--- config.mk ---
export PLATFORM = sky130hd
export DESIGN_NAME = f_fetch_unit
export DESIGN_NICKNAME = d
export VERILOG_FILES = /design/src/rtl/f_fetch_unit_pkg.sv /design/src/rtl/f_fetch_unit.sv
export SDC_FILE = /design/constraint.sdc
export NUM_CORES = 1
export LEC_CHECK = 0
export CAP_MARGIN = 10
export CORE_MARGIN = 4
export CORE_UTILIZATION = 47
export DETAILED_ROUTE_END_ITERATION = 8
export GPL_TIMING_DRIVEN = 0
export PLACE_DENSITY_LB_ADDON = 0.25
export SYNTH_ARGS = -nofsm -noshare
export SYNTH_HDL_FRONTEND = slang
export SYNTH_SLANG_ARGS = --single-unit
--- constraint.sdc ---
create_clock -name clk -period 2.33 [get_ports clk]
set_input_delay 0.466 -clock clk [delete_from_list [all_inputs] [get_ports clk]]
set_output_delay 0.466 -clock clk [all_outputs]
set_load 0.02 [all_outputs]
--- src/rtl/f_fetch_unit_pkg.sv ---
// Shared pipeline definitions for the fetch stage: reset PC, PC step,
// the nop encoding and the fetch FSM state encoding.
package f_fetch_unit_pkg;

    localparam logic [31:0] RESET_PC = 32'h0000_3000;
    localparam logic [31:0] PC_STEP  = 32'd4;
    localparam logic [31:0] NOP      = 32'h0000_0000;

    typedef enum logic [1:0] {
        IDLE = 2'd0,
        REQ  = 2'd1,
        HOLD = 2'd2
    } fetch_state_t;

endpackage

--- src/rtl/f_fetch_unit.sv ---
// Instruction fetch stage: issues one memory read per instruction, presents
// the result to Decode and honours stall and redirect from downstream.
module f_fetch_unit
    import f_fetch_unit_pkg::*;
#(
    parameter logic [31:0] RESET_PC = f_fetch_unit_pkg::RESET_PC,
    parameter logic [31:0] PC_STEP  = f_fetch_unit_pkg::PC_STEP
) (
    input  logic        clk,
    input  logic        reset,
    input  logic        stall,
    input  logic        redirect,
    input  logic [31:0] redirect_pc,
    output logic        im_req,
    output logic [31:0] im_addr,
    input  logic        im_ready,
    input  logic [31:0] im_rdata,
    output logic [31:0] F_PC,
    output logic [31:0] F_Instr,
    output logic        F_valid
);

    fetch_state_t state_reg;
    logic [31:0]  pc_reg;
    logic [31:0]  pc_next;
    logic [31:0]  target_reg;
    logic         kill_reg;
    logic         im_req_reg;
    logic [31:0]  f_pc_reg;
    logic [31:0]  f_instr_reg;
    logic         f_valid_reg;

    logic [31:0]  redirect_target;
    logic [31:0]  pc_seq;
    logic         unused_bits;

    assign redirect_target = {redirect_pc[31:2], 2'b00};
    assign pc_seq          = pc_reg + PC_STEP;
    assign unused_bits     = ^redirect_pc[1:0];

    // Next-PC mux. While a request is outstanding the address must stay put,
    // so a redirect there only takes effect once the response has completed.
    always_comb begin
        pc_next = pc_reg;
        case (state_reg)
            REQ: begin
                if (im_ready) begin
                    if (redirect) begin
                        pc_next = redirect_target;
                    end else if (kill_reg) begin
                        pc_next = target_reg;
                    end
                end
            end
            HOLD: begin
                if (redirect) begin
                    pc_next = redirect_target;
                end else if (!stall) begin
                    pc_next = pc_seq;
                end
            end
            default: pc_next = pc_reg;
        endcase
    end

    always_ff @(posedge clk) begin
        if (!reset) begin
            state_reg   <= IDLE;
            pc_reg      <= RESET_PC;
            target_reg  <= RESET_PC;
            kill_reg    <= 1'b0;
            im_req_reg  <= 1'b0;
            f_pc_reg    <= RESET_PC;
            f_instr_reg <= NOP;
            f_valid_reg <= 1'b0;
        end else begin
            pc_reg <= pc_next;
            case (state_reg)
                IDLE: begin
                    state_reg  <= REQ;
                    im_req_reg <= 1'b1;
                end
                REQ: begin
                    if (im_ready) begin
                        if (redirect || kill_reg) begin
                            // Response belongs to a squashed path: drop it and
                            // re-request at the new target.
                            kill_reg <= 1'b0;
                        end else begin
                            state_reg   <= HOLD;
                            im_req_reg  <= 1'b0;
                            f_pc_reg    <= pc_reg;
                            f_instr_reg <= im_rdata;
                            f_valid_reg <= 1'b1;
                        end
                    end else if (redirect) begin
                        target_reg <= redirect_target;
                        kill_reg   <= 1'b1;
                    end
                end
                HOLD: begin
                    if (redirect || !stall) begin
                        state_reg   <= REQ;
                        im_req_reg  <= 1'b1;
                        f_instr_reg <= NOP;
                        f_valid_reg <= 1'b0;
                    end
                end
                default: begin
                    state_reg  <= IDLE;
                    im_req_reg <= 1'b0;
                end
            endcase
        end
    end

    assign im_req  = im_req_reg;
    assign im_addr = pc_reg;
    assign F_PC    = f_pc_reg;
    assign F_Instr = f_instr_reg;
    assign F_valid = f_valid_reg;

endmodule

== Word-level counts from Yosys, hierarchy flattened ==
Cells that the tools add are included.
Storage, ports and cells
  bits in registers: 131
  input port bits: 69
  output and inout bits: 98
  word-level logic and storage cells: 56
Operators by class
  add/subtract/negate cells: 1
  eq/ne operators: 8
  mux-type cells: 25
  bitwise logic cells: 2
  reductions and logical operators: 12
Operator list (number)
  32-bit 2-to-1 mux: 8
  32-bit one-hot mux with 2 select lines: 2
  32-bit by 3-bit adder with 32-bit output, second input constant: 1
  3-bit AND reduction: 4
  1-bit 2-to-1 mux: 9
  4-bit AND reduction: 2
  2-bit 2-to-1 mux: 3
  2-bit inequality test, second input constant: 3
  3-bit inequality test, second input constant: 2
  2-bit one-hot mux with 3 select lines: 1
  2-bit nonzero test: 2
  1-bit one-hot mux with 3 select lines: 1
  2-bit by 1-bit == test with 1-bit output, second input constant: 1
  2-bit == test, second input constant: 1
  2-bit logical NOT: 1
  1-bit logical OR: 2
  2-bit by 1-bit inequality test with 1-bit output, second input constant: 1
  1-bit NOT: 2
  1-bit one-hot mux with 2 select lines: 1
  1-bit logical NOT: 1

== Longest topological paths before layout ==
Gate-level depths: netlist of the first run.
  depth after elaboration: 4
  gate-level depth with buffers: 8
  mapped depth without buffers: 6

== Worst setup path after synthesis of the first run ==
Ideal clock, no wire load.
  kind: register to register
  start: register pc_reg[2], in the netlist im_addr[2]
  end: register pc_reg[22], in the netlist im_addr[22]
  library setup time: 0.074 ns
  data arrival time: 1.934 ns
  data required time: 2.256 ns
  slack: 0.322 ns
  stages on the path, launching flop included: 7
  path buffers: 0
  period minus slack after synthesis: 2.008 ns
  path through: dfxtp_1 > ha_1 > nand4_2 > nor3_1 > nand4_1 > or4_1 > a31oi_1
On the way
  longest elaborated chain between the ends: 4
Ends and longest elaborated chain
  start: declaration: line f_fetch_unit.sv:24  | logic [31:0] pc_reg;
  start signal: assignment: line f_fetch_unit.sv:77  | pc_reg <= pc_next;
  32-bit by 3-bit adder with 32-bit output: line f_fetch_unit.sv:38  | assign pc_seq = pc_reg + PC_STEP;
  32-bit 2-to-1 mux: line f_fetch_unit.sv:58  | end else if (!stall) begin
  32-bit 2-to-1 mux: line f_fetch_unit.sv:56  | if (redirect) begin
  32-bit one-hot mux with 2 select lines: line f_fetch_unit.sv:45  | case (state_reg)
Every way passes these cells. The select of a mux whose other input is x is not followed.
A chain may end at the register's enable or synchronous reset.

== Worst setup path after layout of the first run ==
  start: input port im_ready
  end: register pc_reg[15], in the netlist im_addr[15]
On the way
  longest elaborated chain between the ends: 2
Ends and longest elaborated chain
  start: declaration: line f_fetch_unit.sv:16  | input logic im_ready,
  2-bit inequality test (no source line)
  4-bit AND reduction (no source line)
Every way passes these cells.

==> results.sh, run 1 <==
export IMPL_status="complete, but fails checks"
export IMPL_violations="setup timing"
export IMPL_synth_async_reset_ratio=0
export IMPL_hpwlAfterDp_um=14200
export IMPL_dp_slack_ps=-334
export IMPL_drt_total_wl_um=20300
export IMPL_synth_fa_ha_area_frac=0.00223
export IMPL_largest_reg_flops=32
export IMPL_ys_warn_count=0
export IMPL_initial_core_util=0.486
export IMPL_die_area_sq_mm=0.0138
export IMPL_final_cell_mix="183 x nand2_1, 158 x clkdlybuf4s50_1, 127 x dfxtp_1"
export IMPL_grt_max_degree=17
export IMPL_synth_edf_count=0
export IMPL_hold_end="target_reg[23]"
export IMPL_pwr_share_clk=0.481
export IMPL_synth_area_sq_mm=0.00562
export IMPL_gp_congestion=1.01
export IMPL_htreeDepth=4
export IMPL_ys_ff_latch=127
export IMPL_hold_path_startpoint="target_reg[23]"
export IMPL_yosys_area_share_xor_xnor=0.00467
export IMPL_synth_top_family_by_area="simple AND/OR/NAND/NOR gates"
export IMPL_combPwrFrac=0.116
export IMPL_dr_pass1_iters=5
export IMPL_antenna_left=0
export IMPL_postSynthCellCount=732
export IMPL_whs_ps=453
export IMPL_diodes=0
export IMPL_root_buffer="clkbuf_16"
export IMPL_drt_iter0_drc=774
export IMPL_cts_tree="built"
export IMPL_instances_no_fill=1065
export IMPL_die_w_um=117
export IMPL_antenna_found_initial=0
export IMPL_hold_buffers=0
export IMPL_end_kind="flip-flop"
export IMPL_maxCapViolCount=0
export IMPL_drive_above_1_share=0.0738
export IMPL_drv_slew=0
export IMPL_grt_pass1_vias=6257
export IMPL_hold_class="flip-flop to flip-flop"
export IMPL_synthMuxAreaShare=0.00757
export IMPL_final_setup_tns_ps=-16.9
export IMPL_worst_slew_pin_slew_ps=652
export IMPL_cts_sinks=127
export IMPL_grtUsageTotal=0.286
export IMPL_p_int_uw=4380
export IMPL_p_sw_uw=1360
export IMPL_synth_top_area_share=0.452
export IMPL_finalNetCount=982
export IMPL_synthFlopType="dfxtp_1"
export IMPL_final_hold_viol_count=0
export IMPL_r2r_start="im_addr[3]"
export IMPL_cts_buffers=17
export IMPL_hold_depth=2
export IMPL_cellLeakagePower_uw=0.00281
export IMPL_path_clk_slew_ps=50
export IMPL_ys_types=57
export IMPL_vias=6421
export IMPL_wl_per_cell_um=19.0
export IMPL_r2r_end="im_addr[22]"
export IMPL_post_synth_cell_area_avg_sq_um=7.68
export IMPL_area_growth_pct=42.7
export IMPL_vias_per_cell=6.03
export IMPL_core_sq_mm=0.0116
export IMPL_slew_headroom=0.566
export IMPL_dpl_cell_count=1036
export IMPL_crit_type="input pin to flip-flop"
export IMPL_remaining_drc_errors=0
export IMPL_grt_pass1_wl_um=31700
export IMPL_insertion_delay_ps=420
export IMPL_finalSetupViolCount=1
export IMPL_max_clock_path_buffers=2
export IMPL_startpoint_type="input pin"
export IMPL_cp_arrival_ps=2680
export IMPL_vdd_drop_max_mv=0.480
export IMPL_crit_start="im_ready"
export IMPL_synth_compound_area_frac=0.229
export IMPL_fin_ws_ps=-16.9
export IMPL_fin_crit_sh=1.01
export IMPL_pin_count=167
export IMPL_yosys_area_share_simple=0.251
export IMPL_ys_seq_area_frac=0.452
export IMPL_portBuffers=158
export IMPL_grt_overflow_total=0
export IMPL_core_rowCount=39
export IMPL_required_ps=2660
export IMPL_reg2regPathDepth=6
export IMPL_skew_ps=9.66
export IMPL_yosys_area_top_type="dfxtp_1"
export IMPL_min_period_ps=2350
export IMPL_p_sw_frac=0.237
export IMPL_final_common_cell="nand2_1"
export IMPL_r2r_slack_ps=110
export IMPL_p_per_area_mw_per_mm2=717
export IMPL_synth_area_leaders="dfxtp_1 45%, nand2_1 12%, a21oi_1 7.7%"
export IMPL_fmax_mhz=426
export IMPL_rsz0062_at_grt="true"
export IMPL_seqPwrFrac=0.403
export IMPL_dieHeight_um=117
export IMPL_crit_fanout=10
==> layer usage <==
layer  track usage  part of all wire
met5             0                 0
met4         0.145             0.041
met3        0.0991              0.12
met2         0.451              0.46
met1         0.346              0.38
==> logic make-up after synthesis <==
group | after synthesis
simple gates | 316
compound gates | 212
flops | 127
buf+inv | 68
mux | 4
xor+xnor | 3
fa+ha+maj | 1
other cells | 1
==> worst max-delay path, cell delays in order <==
cell and delay, ps:
clkdlybuf4s50_1 580, nor2b_1 330, a32o_1 470, buf_2 340, nand2_1 230, o21ai_0 250
==> timing repair <==
action | CTS | global route
buffers inserted | 0 | 0
pin swaps | 0 | 1
gates resized for setup | 1 | 9
endpoints found under the hold margin | 0 | 0
endpoints found under the setup margin | 3 | 13
==> worst max-delay path by stage <==
stage                     cells after the start     endpoint  slack (ps)
after global routing                          6  im_addr[18]         -30
after detailed placement                      6   im_addr[9]        -330
after floorplan                               6  im_addr[22]         320
after CTS                                     6  im_addr[22]          30
after global placement                        6   im_addr[9]        -290
final                                         6  im_addr[15]         -20
==> metrics by stage <==
step	total power (uW)	utilization	area, sq um
final	5750	0.694	8020
after global routing	5910	0.694	8020
after CTS	5750	0.692	8010
after detailed placement	3000	0.639	7390
after global placement	2990	0.639	7390
after floorplan	2670	-	5630
==> synth_stat cells (7+ instances only) <==
cell type,count
o22ai_1,7
o211ai_1,14
o21ai_0,37
clkbuf_1,33
a22oi_1,34
a21oi_1,87
nand3_1,21
and3_1,8
buf_2,21
a31oi_1,11
nor2_1,51
nand2_1,183
nand4_1,11
nor3_1,8
dfxtp_1,127
==> power groups by stage <==
stage / Sequential (uW) / Combinational, uW / Clock, uW
after floorplan: 2400 / 273 / 0
final: 2310 / 669 / 2770
after CTS: 2310 / 656 / 2780
after detailed placement: 2350 / 650 / 0
after global placement: 2350 / 636 / 0
after global routing: 2320 / 711 / 2880
==> area by class of cell <==
cell class	count	area (sq um)
clock buffers	22	474
multi-input cells	540	2810
inverters	6	22.5
clock inverters	7	135
well taps	143	179
plain buffers	62	278
repair buffers	158	1580
fillers	976	3540
flip-flops and latches	127	2540
(Power assumes the default switching activity.)
==> inputs of run 2 (changes only) <==
--- a/config.mk
+++ b/config.mk
@@ -8,5 +8,6 @@
 export CAP_MARGIN = 10
 export CORE_MARGIN = 4
-export CORE_UTILIZATION = 47
+export CORE_UTILIZATION = 35
+export CTS_BUF_LIST = sky130_fd_sc_hd__clkbuf_4
 export DETAILED_ROUTE_END_ITERATION = 8
 export GPL_TIMING_DRIVEN = 0
==> constraint.sdc (replaced) <==
create_clock -name clk -period 2.33 [get_ports clk]
set_input_delay 0.466 -clock clk [delete_from_list [all_inputs] [get_ports clk]]
set_output_delay 0.466 -clock clk [all_outputs]
set_load 0.05 [all_outputs]
==> run 2 against run 1 <==
Compared with the run above:
- critical path depth decreased by 5
- largest cell class unchanged
- cell count up 7.2%
- the flow now finishes without violations
- total power fell by 13%
- critical path type is now flip-flop to output pin
- sequential share of layout area rose by 0.69 points
- die area rose by 32%
- non-clock buffer count stayed put
- final area fell by 2.1%
==> results.sh, run 2 (synthesis results as in run 1) <==
export IMPL_path_clk_slew_ps=120
export IMPL_p_per_area_mw_per_mm2=636
export IMPL_grt_overflow_total=0
export IMPL_required_ps=1860
export IMPL_dieHeight_um=135
export IMPL_multi_input_area_sq_mm=0.00282
export IMPL_rsz0062_at_grt="true"
export IMPL_antenna_left=0
export IMPL_area_growth_pct=39.7
export IMPL_min_period_ps=2230
export IMPL_max_clock_path_buffers=2
export IMPL_grt_pass1_vias=5765
export IMPL_slowest_delay_ps=820
export IMPL_htreeDepth=4
export IMPL_dp_slack_ps=-301
export IMPL_vdd_drop_max_mv=0.513
export IMPL_final_cell_mix="183 x nand2_1, 130 x clkdlybuf4s50_1, 127 x dfxtp_1"
export IMPL_cellLeakagePower_uw=0.00283
export IMPL_combPwrFrac=0.154
export IMPL_n_fill_cell=1656
export IMPL_wl_per_cell_um=17.7
export IMPL_drt_iter0_drc=625
export IMPL_pwr_share_clk=0.384
export IMPL_p_int_uw=3590
export IMPL_whs_ps=411
export IMPL_core_sq_mm=0.0158
export IMPL_register_area_sq_mm=0.00254
export IMPL_seqPwrFrac=0.462
export IMPL_startpoint_type="flip-flop"
export IMPL_finalSetupViolCount=0
export IMPL_cts_buffers=17
export IMPL_end_kind="output pin"
export IMPL_initial_core_util=0.355
export IMPL_fmax_mhz=448
export IMPL_hpwlAfterDp_um=14500
export IMPL_cts_tree="built"
export IMPL_p_sw_uw=1400
export IMPL_drt_total_wl_um=20200
export IMPL_crit_type="flip-flop to output pin"
export IMPL_cts_setup_buffers=0
export IMPL_instances_no_fill=1142
export IMPL_root_buffer="clkbuf_4"
export IMPL_final_hold_viol_count=0
export IMPL_vias_per_cell=5.37
export IMPL_drive_above_1_share=0.0778
export IMPL_crit_fanout=2
export IMPL_vias=6137
export IMPL_dpl_cell_count=1109
export IMPL_antenna_found_initial=1
export IMPL_hold_buffers=0
export IMPL_core_rowCount=46
export IMPL_fin_crit_sh=0.958
export IMPL_fin_ws_ps=98.6
export IMPL_grt_pass1_wl_um=31200
export IMPL_gp_congestion=0.927
export IMPL_maxCapViolCount=0
export IMPL_largest_reg_flops=32
export IMPL_cts_sinks=127
export IMPL_grt_max_degree=17
export IMPL_die_w_um=135
export IMPL_path_cells="clkdlybuf4s50_1"
export IMPL_pin_count=167
export IMPL_slowest_stage="clkdlybuf4s50_1"
export IMPL_hold_class="input pin to flip-flop"
export IMPL_insertion_delay_ps=550
export IMPL_die_area_sq_mm=0.0181
export IMPL_p_sw_frac=0.280
export IMPL_cp_arrival_ps=1770
export IMPL_worst_slew_pin_slew_ps=685
export IMPL_grtUsageTotal=0.220
export IMPL_remaining_drc_errors=0
export IMPL_dr_pass1_iters=5
export IMPL_finalNetCount=982
export IMPL_status="complete, no violations"
export IMPL_critical_path_buf_inv_count=1
export IMPL_drv_slew=0
export IMPL_portBuffers=158
export IMPL_critPathTopFamily="buffers and inverters"
export IMPL_slew_headroom=0.543
export IMPL_final_common_cell="nand2_1"
export IMPL_skew_ps=16.0
export IMPL_finalPower_uw=4990
==> run 2: path summary, 6_finish.rpt <==
kind | from | endpoint | slack [ps] | cells after the start
max reg2reg | im_addr[7] | im_addr[19] | 140 | 7
min reg2reg | F_PC[16] | F_PC[16] | 460 | 2
max | im_addr[14] | im_addr[14] | 100 | 1
min | reset | im_addr[18] | 410 | 3
==> run 2: what timing repair did <==
action | CTS | global route
resized for setup | 27 | 13
pin swaps | 0 | 1
setup endpoints to repair | 28 | 53
==> run 2: metal layers <==
metal | vias to the layer above | routed length (um) | global-route usage
li1 | 2932 | - | -
met1 | 2887 | 8600 | 0.295
met2 | 272 | 9290 | 0.341
met3 | 46 | 1770 | 0.0574
met4 | 0 | 540 | 0.0814
met5 | - | 0 | 0
==> run 2: final cells by class <==
type                    count  area share
plain buffers              62      0.0354
multi-input cells         540       0.359
well taps                 216      0.0344
clock inverters            13      0.0277
flip-flops and latches    127       0.324
repair buffers            158       0.198
diodes                      1    0.000319
clock buffers              19      0.0182
inverters                   6     0.00287
==> run 2: stage by stage <==
stage	cell area, sq um	utilization	setup TNS, ps
global placement	7480	0.473	-6390
finish	7850	0.496	0
CTS	7820	0.494	0
global route	7850	0.496	-11.1
floorplan	5630	-	0
detailed placement	7480	0.473	-6700
==> run 2: power groups by stage <==
stage	registers [uW]	logic (uW)	clock network [uW]
final	2310	767	1920
after global routing	2320	816	2050
after CTS	2310	762	1950
after detailed placement	2350	771	0
after global placement	2350	769	0
after floorplan	2500	281	0
==> inputs of run 3 (changes only) <==
CTS_BUF_LIST = sky130_fd_sc_hd__clkbuf_4 sky130_fd_sc_hd__clkbuf_8 sky130_fd_sc_hd__clkbuf_16   (was sky130_fd_sc_hd__clkbuf_4)
==> run 3 against run 2 <==
Compared with the run above:
- via count fell by 0.59%
- first-iteration DRC count fell by 1.8%
- die area did not move
- clock skew fell by 9.6 ps
- sequential share of layout area fell by 1.4 points
- register-to-register slack got worse by 20 ps
- critical path depth did not move
- final area rose by 4.5%
- global-route usage rose by 0.26 points
- highest routed layer unchanged
==> results.sh, run 3 (synthesis results as in run 1) <==
export IMPL_path_cells="clkdlybuf4s50_1"
export IMPL_remaining_drc_errors=0
export IMPL_critical_path_buf_inv_count=1
export IMPL_grtUsageTotal=0.222
export IMPL_fmax_mhz=440
export IMPL_initial_core_util=0.355
export IMPL_drv_slew=0
export IMPL_hpwlAfterDp_um=14500
export IMPL_grt_overflow_total=0
export IMPL_critPathTopFamily="buffers and inverters"
export IMPL_end_kind="output pin"
export IMPL_drt_iter0_drc=614
export IMPL_gr_usage_met2=0.340
export IMPL_worst_slew_pin_slew_ps=692
export IMPL_final_common_cell="nand2_1"
export IMPL_insertion_delay_ps=420
export IMPL_die_w_um=135
export IMPL_dpl_instance_area_sq_mm=0.00748
export IMPL_final_area_sq_mm=0.00820
export IMPL_vdd_drop_max_mv=0.503
export IMPL_cts_buffers=17
export IMPL_use_met1=0.293
export IMPL_instances_no_fill=1141
export IMPL_max_clock_path_buffers=2
export IMPL_htreeDepth=4
export IMPL_diodes=0
export IMPL_area_growth_pct=46.0
export IMPL_portBuffers=158
export IMPL_cp_arrival_ps=1810
export IMPL_crit_fanout=8
export IMPL_finalSetupViolCount=0
export IMPL_path_clk_slew_ps=60
export IMPL_cellLeakagePower_uw=0.00286
export IMPL_finalNetCount=982
export IMPL_top_usage_layer="met2"
export IMPL_crit_type="flip-flop to output pin"
export IMPL_grt_max_degree=17
export IMPL_maxCapViolCount=0
export IMPL_drive_above_1_share=0.0832
export IMPL_final_setup_tns_ps=0
export IMPL_skew_ps=6.35
export IMPL_largest_reg_flops=32
export IMPL_vias=6101
export IMPL_min_period_ps=2280
export IMPL_core_sq_mm=0.0158
export IMPL_gp_congestion=0.927
export IMPL_hold_class="flip-flop to flip-flop"
export IMPL_required_ps=1860
export IMPL_cts_tree="built"
export IMPL_drt_total_wl_um=20300
export IMPL_vias_per_cell=5.35
export IMPL_status="complete, no violations"
export IMPL_antenna_left=0
export IMPL_cts_setup_buffers=0
export IMPL_cts_sinks=127
export IMPL_core_rowCount=46
export IMPL_antenna_found_initial=0
export IMPL_pin_count=167
export IMPL_hold_buffers=0
export IMPL_slew_headroom=0.539
export IMPL_rsz0062_at_grt="true"
export IMPL_wl_per_cell_um=17.8
export IMPL_grt_pass1_wl_um=31500
export IMPL_slowest_stage="clkdlybuf4s50_1"
export IMPL_final_cell_mix="183 x nand2_1, 157 x clkdlybuf4s50_1, 127 x dfxtp_1"
export IMPL_root_buffer="clkbuf_16"
export IMPL_dpl_cell_count=1109
export IMPL_die_area_sq_mm=0.0181
export IMPL_dieHeight_um=135
export IMPL_final_hold_viol_count=0
export IMPL_use_met3=0.0704
export IMPL_fin_crit_sh=0.977
export IMPL_slowest_delay_ps=870
export IMPL_p_per_area_mw_per_mm2=754
export IMPL_dr_pass1_iters=5
export IMPL_startpoint_type="flip-flop"
export IMPL_grt_pass1_vias=5859
[run 3: changes by cell type in the layout (fill, tap and decap cells not counted), moves of 2 or more]
| cell | change |
|---|---|
| clkdlybuf4s50_1 | +27 |
| dlygate4sd2_1 | -26 |
| clkbuf_16 | +17 |
| clkbuf_4 | -17 |
| clkbuf_8 | +3 |
| clkinv_1 | -3 |
| clkbuf_2 | +2 |
[run 3: repair_timing]
item | in CTS | in global routing
cloned | 0 | 0
pin swaps | 0 | 1
setup endpoints to repair | 1 | 41
resized for setup | 1 | 15
[run 3: power breakdown]
group / internal [uW] / switching (uW) / total, uW / leakage (uW)
clock: 2110 / 981 / 3090 / 0.000337
sequential: 2240 / 68.6 / 2310 / 0.00103
combinational: 290 / 489 / 779 / 0.00149
total: 4650 / 1540 / 6180 / 0.00286
[run 3: stage by stage]
step / power [uW] / util / hold slack, ps / worst slack [ps]
2_1_floorplan: 2780 / - / 436 / 52.8
3_3_place_gp: 3120 / 0.473 / 442 / -290
3_5_place_dp: 3130 / 0.473 / 446 / -301
4_1_cts: 6210 / 0.517 / 454 / 22.4
5_1_grt: 6380 / 0.518 / 470 / -31.1
6_report: 6180 / 0.518 / 452 / 54.7
[run 3: final cells by class]
cell class,instances,area (sq um)
fillers,1603,7620
multi-input cells,540,2820
flip-flops and latches,127,2540
repair buffers,158,1580
clock buffers,22,482
plain buffers,62,280
well taps,216,270
clock inverters,10,206
inverters,6,22.5
[run 3: final timing paths]
| path | from | endpoint | slack, ps | cells after the start |
|---|---|---|---|---|
| max | im_addr[4] | im_addr[4] | 50 | 1 |
| min | F_PC[15] | F_PC[15] | 450 | 2 |
| max reg2reg | im_addr[2] | im_addr[22] | 120 | 6 |
| min reg2reg | F_PC[15] | F_PC[15] | 450 | 2 |
[run 3: routing by layer]
| layer | share of wire | wire length [um] |
|---|---|---|
| met5 | 0 | 0 |
| met4 | 0.026 | 535 |
| met1 | 0.42 | 8560 |
| met3 | 0.096 | 1960 |
| met2 | 0.46 | 9280 |
[run 3: worst register-to-register path, stage by stage (launching register included)]
cell and delay (ps):
dfxtp_1 460, ha_1 280, nand4_2 270, nor3_2 320, nand4_1 200, or4_1 430, a31oi_1 180
